==> src/rtl/counter_pkg.sv <==
// ============================================================================
//  counter_pkg : end-of-range mode encodings and parameter legality helpers
//  Revision    : 1.0
// ============================================================================
`default_nettype none

package counter_pkg;

    localparam logic [1:0] MODE_WRAP    = 2'b00;
    localparam logic [1:0] MODE_SAT     = 2'b01;
    localparam logic [1:0] MODE_ONESHOT = 2'b10;
    localparam logic [1:0] MODE_HOLD    = 2'b11;

    localparam int unsigned WIDTH_MIN = 2;
    localparam int unsigned WIDTH_MAX = 32;

    function automatic bit width_ok(input int unsigned w);
        return (w >= WIDTH_MIN) && (w <= WIDTH_MAX);
    endfunction

endpackage

`default_nettype wire

==> src/rtl/counter_next_calc.sv <==
// ============================================================================
//  counter_next_calc : combinational next-count and range-event resolution
//  Revision          : 1.0
// ============================================================================
`default_nettype none

module counter_next_calc
    import counter_pkg::*;
#(
    parameter int unsigned WIDTH = 8
) (
    input  logic [WIDTH-1:0] count,
    input  logic [WIDTH-1:0] limit,
    input  logic [WIDTH-1:0] step,
    input  logic             up_down,
    input  logic [1:0]       mode,
    output logic [WIDTH-1:0] next_count,
    output logic             wrap_evt,
    output logic             bound_hit
);

    logic [WIDTH:0] w_cnt;
    logic [WIDTH:0] w_lim;
    logic [WIDTH:0] w_stp;
    logic [WIDTH:0] w_span;
    logic [WIDTH:0] w_sum;
    logic [WIDTH:0] w_next;
    logic           w_is_wrap;
    logic           w_unused_msb;

    // One extra bit keeps limit+1 and count+step exact even at full width.
    assign w_cnt     = {1'b0, count};
    assign w_lim     = {1'b0, limit};
    assign w_stp     = (step > limit) ? w_lim : {1'b0, step};
    assign w_span    = w_lim + 1'b1;
    assign w_sum     = w_cnt + w_stp;
    assign w_is_wrap = (mode == MODE_WRAP);

    always_comb begin
        w_next    = w_cnt;
        wrap_evt  = 1'b0;
        bound_hit = 1'b0;
        if (limit == '0) begin
            // Single-value range: every step leaves and re-enters at 0.
            w_next    = '0;
            wrap_evt  = w_is_wrap;
            bound_hit = !w_is_wrap;
        end else if (count > limit) begin
            if (!up_down) begin
                w_next = w_lim;
            end else if (mode == MODE_SAT) begin
                w_next    = w_lim;
                bound_hit = 1'b1;
            end else begin
                w_next   = '0;
                wrap_evt = w_is_wrap;
            end
        end else if (up_down) begin
            if (w_sum > w_lim) begin
                if (w_is_wrap) begin
                    w_next   = w_sum - w_span;
                    wrap_evt = 1'b1;
                end else begin
                    w_next    = w_lim;
                    bound_hit = 1'b1;
                end
            end else begin
                w_next    = w_sum;
                bound_hit = (w_sum == w_lim) && !w_is_wrap;
            end
        end else begin
            if (w_stp <= w_cnt) begin
                w_next    = w_cnt - w_stp;
                bound_hit = (w_cnt == w_stp) && !w_is_wrap;
            end else if (w_is_wrap) begin
                w_next   = w_cnt + w_span - w_stp;
                wrap_evt = 1'b1;
            end else begin
                w_next    = '0;
                bound_hit = 1'b1;
            end
        end
    end

    assign next_count   = w_next[WIDTH-1:0];
    assign w_unused_msb = w_next[WIDTH];

endmodule

`default_nettype wire

==> src/rtl/counter_mod.sv <==
// ============================================================================
//  counter_mod : up/down counter with limit, step, wrap/saturate/one-shot
//  Revision    : 1.0
// ============================================================================
`default_nettype none

module counter_mod
    import counter_pkg::*;
#(
    parameter int unsigned WIDTH   = 8,
    parameter int unsigned RST_VAL = 0
) (
    input  logic             clk,
    input  logic             res_n,
    input  logic             enable,
    input  logic             up_down,
    input  logic             load,
    input  logic [WIDTH-1:0] set,
    input  logic [WIDTH-1:0] limit,
    input  logic [WIDTH-1:0] step,
    input  logic [1:0]       mode,
    output logic [WIDTH-1:0] count,
    output logic             wrapped,
    output logic             sat,
    output logic             done
);

    localparam logic [WIDTH-1:0] c_RST_COUNT = WIDTH'(RST_VAL);

    if (!(width_ok(WIDTH) && (64'(RST_VAL) < (64'd1 << WIDTH)))) begin : g_param_check
        $error("counter_mod: WIDTH must be 2..32 and RST_VAL must fit in WIDTH bits");
    end

    logic [WIDTH-1:0] r_count;
    logic             r_wrapped;
    logic             r_sat;
    logic             r_done;
    logic [WIDTH-1:0] w_next;
    logic             w_wrap_evt;
    logic             w_bound_hit;
    logic [WIDTH-1:0] w_load_val;
    logic             w_frozen;

    counter_next_calc #(
        .WIDTH (WIDTH)
    ) u_next_calc (
        .count      (r_count),
        .limit      (limit),
        .step       (step),
        .up_down    (up_down),
        .mode       (mode),
        .next_count (w_next),
        .wrap_evt   (w_wrap_evt),
        .bound_hit  (w_bound_hit)
    );

    assign w_load_val = (set > limit) ? limit : set;
    // A finished one-shot stays put until load or reset, whatever the mode.
    assign w_frozen   = (step == '0) || (mode == MODE_HOLD) || r_done;

    always_ff @(posedge clk or negedge res_n) begin
        if (!res_n) begin
            r_count   <= c_RST_COUNT;
            r_wrapped <= 1'b0;
            r_sat     <= 1'b0;
            r_done    <= 1'b0;
        end else if (load) begin
            r_count   <= w_load_val;
            r_wrapped <= 1'b0;
            r_sat     <= 1'b0;
            r_done    <= 1'b0;
        end else if (enable && !w_frozen) begin
            r_count   <= w_next;
            r_wrapped <= w_wrap_evt;
            r_sat     <= w_bound_hit && (mode == MODE_SAT);
            r_done    <= w_bound_hit && (mode == MODE_ONESHOT);
        end else begin
            r_wrapped <= 1'b0;
        end
    end

    assign count   = r_count;
    assign wrapped = r_wrapped;
    assign sat     = r_sat;
    assign done    = r_done;

endmodule

`default_nettype wire

==> config.mk <==
export PLATFORM = sky130hd
export DESIGN_NAME = counter_mod
export DESIGN_NICKNAME = d
export VERILOG_FILES = /design/src/rtl/counter_pkg.sv /design/src/rtl/counter_next_calc.sv /design/src/rtl/counter_mod.sv
export SDC_FILE = /design/constraint.sdc
export NUM_CORES = 1
export LEC_CHECK = 0
export CAP_MARGIN = 20
export CORE_MARGIN = 10
export CORE_UTILIZATION = 25
export CTS_BUF_LIST = sky130_fd_sc_hd__clkbuf_8
export CTS_CLUSTER_DIAMETER = 80
export DETAILED_ROUTE_END_ITERATION = 8
export GPL_ROUTABILITY_DRIVEN = 0
export PLACE_DENSITY_LB_ADDON = 0.15
export RECOVER_POWER = 25
export SLEW_MARGIN = 0
export SYNTH_ARGS = -nofsm -noshare
export SYNTH_HDL_FRONTEND = slang
export SYNTH_SLANG_ARGS = --single-unit
==> constraint.sdc <==
create_clock -name clk -period 4.9 [get_ports clk]
set_input_delay 0.735 -clock clk [delete_from_list [all_inputs] [get_ports clk]]
set_output_delay 0.735 -clock clk [all_outputs]
set_load 0.005 [all_outputs]
Word level (Yosys, flattened, before mapping)
Index checks and enable logic that the tools add are counted.
{"block": "op_classes", "order_cmp": 5, "n_addsub": 6, "n_reduce_logical": 13, "n_eq_ne": 5, "n_mul": 0, "n_div": 0, "mux": 35, "n_bitwise": 0, "shifts": 0}
{"cell": "$mux W8", "count": 13}
{"cell": "$gt A8 B8 Y1", "count": 3}
{"cell": "$sub A8 B8 Y8", "count": 3}
{"cell": "$mux W1", "count": 22}
{"cell": "$logic_not A8 Y1", "count": 2}
{"cell": "$add A8 B8 Y9", "count": 1}
{"cell": "$eq A8 B9 Y1", "count": 1}
{"cell": "$eq A9 B8 Y1", "count": 1}
{"cell": "$gt A9 B8 Y1", "count": 1}
{"cell": "$le A9 B8 Y1", "count": 1}
{"cell": "$add A8 B1 Y8 const B", "count": 1}
{"cell": "$add A8 B8 Y8", "count": 1}
{"cell": "$logic_and A1 B1 Y1", "count": 5}
{"cell": "$eq A2 B2 Y1 const B", "count": 2}
{"cell": "$eq A2 B1 Y1 const B", "count": 1}
{"cell": "$logic_not A1 Y1", "count": 2}
{"cell": "$logic_not A2 Y1", "count": 1}
{"cell": "$logic_or A1 B1 Y1", "count": 2}
{"cell": "$reduce_bool A2 Y1", "count": 1}
{"block": "word_totals", "rom_bits": 0, "input_bits": 31, "register_bits": 11, "memories": 0, "word_cells": 68, "latch_bits": 0, "ramBits": 0}

Logic depth before layout (Yosys ltp)
{"block": "logic_depth", "ltp_word": 12, "depth_mapped": 28, "depth_no_buf": 26}

By module
A second synthesis with hierarchy kept.
{"block": "hier_totals", "hier_cells": 484, "area_unflattened_um2": 3863.7}
{"module": "counter_next_calc", "area_per_inst_um2": 2907.8, "seq_area_each_um2": 0.0, "n_inst": 1, "cells_each": 369}
{"module": "counter_mod", "area_per_inst_um2": 955.9, "seq_area_each_um2": 275.3, "n_inst": 1, "cells_each": 115}

Worst setup path after synthesis
No wires, ideal clock.
{"block": "synth_path", "kind": "input to register", "startpoint": "input port limit[2]", "endpoint": "register r_count[3] (netlist: count[3])", "t_required_ps": 4770, "slack_ps": -870, "t_arrival_ps": 5640, "stages": 28, "n_path_buf": 4, "path_cell_list": "buf_2 -> inv_1 -> ha_1 -> o21a_1 -> o21ai_0 -> nand2b_1 -> a21oi_1 -> o21ai_0 -> o21ai_1 -> buf_2 -> mux2_2 -> ha_1 -> buf_6 -> or3_1 -> o211ai_1 -> nand2_1 -> xnor2_1 -> inv_1 -> ha_1 -> nand4b_1 -> nor2_1 -> nor2_1 -> o41ai_4 -> nand2b_1 -> buf_6 -> mux2_2 -> a222oi_1 -> o21ai_0"}
{"block": "synth_via", "elab_chain_cells": 11, "elab_cells_between_ends": 23}
{"element": "from (decl)", "line_no": "counter_mod.sv:19", "text": "input logic [WIDTH-1:0] limit,"}
{"element": "$gt A8 B8 Y1", "line_no": "counter_next_calc.sv:34", "text": "assign w_stp = (step > limit) ? w_lim : {1'b0, step};"}
{"element": "$mux W8", "line_no": "counter_next_calc.sv:34"}
{"element": "$add A8 B8 Y9", "line_no": "counter_next_calc.sv:36", "text": "assign w_sum = w_cnt + w_stp;"}
{"element": "$sub A8 B8 Y8", "line_no": "counter_next_calc.sv:61", "text": "w_next = w_sum - w_span;"}
{"element": "$mux W8", "line_no": "counter_next_calc.sv:60", "text": "if (w_is_wrap) begin"}
{"element": "$mux W8", "line_no": "counter_next_calc.sv:59", "text": "if (w_sum > w_lim) begin"}
{"element": "$mux W8", "line_no": "counter_next_calc.sv:58", "text": "end else if (up_down) begin"}
{"element": "$mux W8", "line_no": "counter_next_calc.sv:48", "text": "end else if (count > limit) begin"}
{"element": "$mux W8", "line_no": "counter_next_calc.sv:43", "text": "if (limit == '0) begin"}
{"element": "$mux W8", "line_no": "counter_mod.sv:72", "text": "end else if (enable && !w_frozen) begin"}
{"element": "$mux W8 *", "line_no": "counter_mod.sv:67", "text": "end else if (load) begin"}
{"element": "to (signal assigned)", "line_no": "counter_mod.sv:63", "text": "r_count <= c_RST_COUNT;"}
{"element": "to (signal assigned)", "line_no": "counter_mod.sv:68", "text": "r_count <= w_load_val;"}
{"element": "to (signal assigned)", "line_no": "counter_mod.sv:73", "text": "r_count <= w_next;"}
{"element": "to (decl)", "line_no": "counter_mod.sv:34", "text": "logic [WIDTH-1:0] r_count;"}
Every way passes the cells marked *; elsewhere a longest branch is shown, timed or not. The select of a mux whose other input is x is not followed.
A chain may end at the register's enable or synchronous reset.

Worst setup path after layout
{"block": "layout_path", "startpoint": "input port limit[3]", "endpoint": "register r_count[0] (netlist: count[0])"}
Same word-level chain as after synthesis.

==> summary.txt <==
status: complete, but fails checks
failing checks: setup timing
# DRC: 0
Global Route Usage Sum: 14.72%
Cells after Synth: 484
syn_nets: 601
non-filler cells, final: 831
Min Clock Period, post-route: 5.186 ns
Unique masters post-synth: 60
CP startpoint kind: primary input
Pleak: 0.002663 uW
Root Driver: clkbuf_8
clk_skew: 0.005677 ns
maxcap violations: 0
share of cells above drive strength 1: 33.85%
Synth warnings: 0
dpl cells: 811
I/O Pins: 42
crit path max fanout: 7
internal power: 2146 uW
Skew-Pair Late Insertion Delay: 0.24 ns
largest net degree at the start of global routing: 17
Die Area: 20470 um^2
Hold Violations, Final: 0
sw power: 1831 uW
cell area after synthesis: 3787 um^2
vias in the first global route: 4263
Req. time, crit path: 5.06 ns
Routed WL: 15.21 mm
Slew HR: 44.95%
number of synthesized flops with an enable pin: 0
clock buffer depth: 2
Via-to-Cell Ratio: 4.899
setup ws final: -0.2865 ns
Synth async-reset ratio: 100.0%
initial core utilization: 25.77%
drt first pass iters: 4
register area share after synthesis: 7.268%
Comb pwr share: 92.6%
syn_area_per_cell: 7.825 um^2
via count: 4071
fin nets: 765
CP Capture Type: register
Primary FF master, synth: dfrtp_1
WS Path Type: primary input to register
Die Wd: 143.1 um
CTS sink count: 11
Port Buf Inserts: 41
diodes inserted: 0
min-delay worst type: register to register
Tcrit/Tclk final: 105.8%
Final Max Slew Viols: 0
gr ovfl total: 0
# setup viols final: 11
most frequent cells in the layout: buf_4, ha_1, inv_1, nand2_1, nor2_1
clock transition at the registers of the reported paths: 0.05 ns
synthesis-to-finish area growth: 51.87%
Seq cells post-synth: 11
worst hold slack: 0.5136 ns
wire per inst: 18.30 um
Pwr Density: 691.3 nW/um^2
DRT antenna net count: 0
commonest non-fill, non-tap cell in the layout: buf_4
Arr. time, crit path: 5.35 ns
CTS tree: built
H-tree depth: 1
Die H: 143.1 um
Reg power frac: 5.1%
switching share of power: 46.04%
row count: 44
DP Wirelength: 12.72 mm
cts hold-fix bufs: 0
first-pass GRT wire length: 23.46 mm
worst-margin pin slew: 0.8232 ns
initial antenna violation count: 0
Clk pwr share: 2.2%
Initial DRC Count: 181
RSZ-0062 raised after global routing: true
Core Region: 14700 um^2
TritonCTS Buffers: 3
FMAX: 0.1928 GHz
Peak supply drop: 0.2713 mV
## synthesized netlist by cell type (6+ instances only)
master,n,area (um^2)
xnor2_1,23,201.4
nand4_1,8,50.05
a21oi_1,29,145.1
clkbuf_1,11,41.29
fa_1,10,200.2
ha_1,76,950.9
nor2_1,30,112.6
nor2b_1,14,87.58
nand2_1,33,123.9
nor3_1,13,65.06
inv_1,44,165.2
nand3_1,9,45.04
dfrtp_1,11,275.3
o21ai_0,32,160.2
mux2i_1,14,140.1
a22oi_1,6,45.04
xor2_1,7,61.31
a21o_1,6,45.04
and3_1,7,43.79
nand2b_1,10,62.56
mux2_2,12,135.1
## through the flow
stage | worst slack, ns | area, um^2 | power (uW) | TNS [ns] | utilization [%]
after floorplan | -0.4037 | 3875 | 2124 | -2.759 | -
after global placement | -1.080 | 5320 | 3445 | -10.79 | 36.19
after detailed placement | -1.161 | 5320 | 3474 | -11.80 | 36.19
after CTS | -0.2454 | 5592 | 3834 | -1.732 | 38.04
after global routing | -0.5517 | 5752 | 4350 | -4.883 | 39.13
final | -0.2865 | 5752 | 3976 | -2.272 | 39.13
## routing by layer
layer / GRT usage, % / vias up / wire length [um]
met1: 18.68 / 1944 / 6776
met2: 26.48 / 51 / 7550
li1: - / 2067 / -
met5: 0 / - / 0
met3: 1.128 / 9 / 664
met4: 2.986 / 0 / 216
## cell type report
cell class                      instances  area, um^2
Clock buffer                            3       41.29
Clock inverter                          1       3.754
Fill cell                            1528        8947
Inverter                               44       168.9
Multi-Input combinational cell        410        3596
Sequential cell                        11       275.3
Tap cell                              184       230.2
Timing Repair Buffer                  178        1436
## sequential cells by signal, indices dropped and copies added (netlist names)
signal,flops
count,8
done,1
sat,1
wrapped,1
## worst max-delay path, cell delays in order
cell,delay (ns)
dlygate4sd2_1,0.27
inv_1,0.11
ha_1,0.34
o21ai_1,0.08
nand2b_1,0.08
a21oi_2,0.15
o21ai_2,0.09
o21ai_4,0.12
buf_6,0.16
mux2_4,0.32
buf_4,0.14
ha_2,0.17
a21oi_2,0.18
buf_4,0.14
buf_4,0.10
o211ai_1,0.11
xnor2_1,0.26
ha_1,0.29
nand4_1,0.13
a21oi_2,0.07
o41ai_4,0.30
nand2b_1,0.12
buf_6,0.15
mux2_4,0.29
a211o_1,0.26
a31oi_1,0.16
## path summary, 6_finish.rpt
check	from	cells past startpoint	end	slack [ns]
setup reg to reg	count[1]	17	count[0]	1.01
min in group asynchronous	res_n	1	count[1]	0.92
max in group asynchronous	res_n	1	count[5]	3.60
setup / recovery	limit[3]	26	count[0]	-0.29
hold reg to reg	sat	2	sat	0.51
hold / removal	sat	2	sat	0.51
## power groups by stage
stage               combinational [uW]  sequential (uW)  clock, uW
floorplan                         1940              180          0
global placement                  3240              205          0
detailed placement                3270              206          0
CTS                               3540              205       91.7
global route                      4040              213       96.0
finish                            3680              205       88.6
## logic make-up after synthesis
group,after synthesis,synth area share (%)
and+or+nand+nor,140,18.63
xor gates and xnor gates,30,6.938
AOI/OAI and AO/OA,127,22.30
buffers and inverters,63,6.805
adders and majority gates,86,30.39
DFF,11,7.268
muxes,27,7.664
## repair_timing
action,CTS,global route
setup endpoints to repair,11,11
pin swaps,32,30
buffers inserted,12,5
resized for setup,65,29
(Power assumes the default switching activity.)
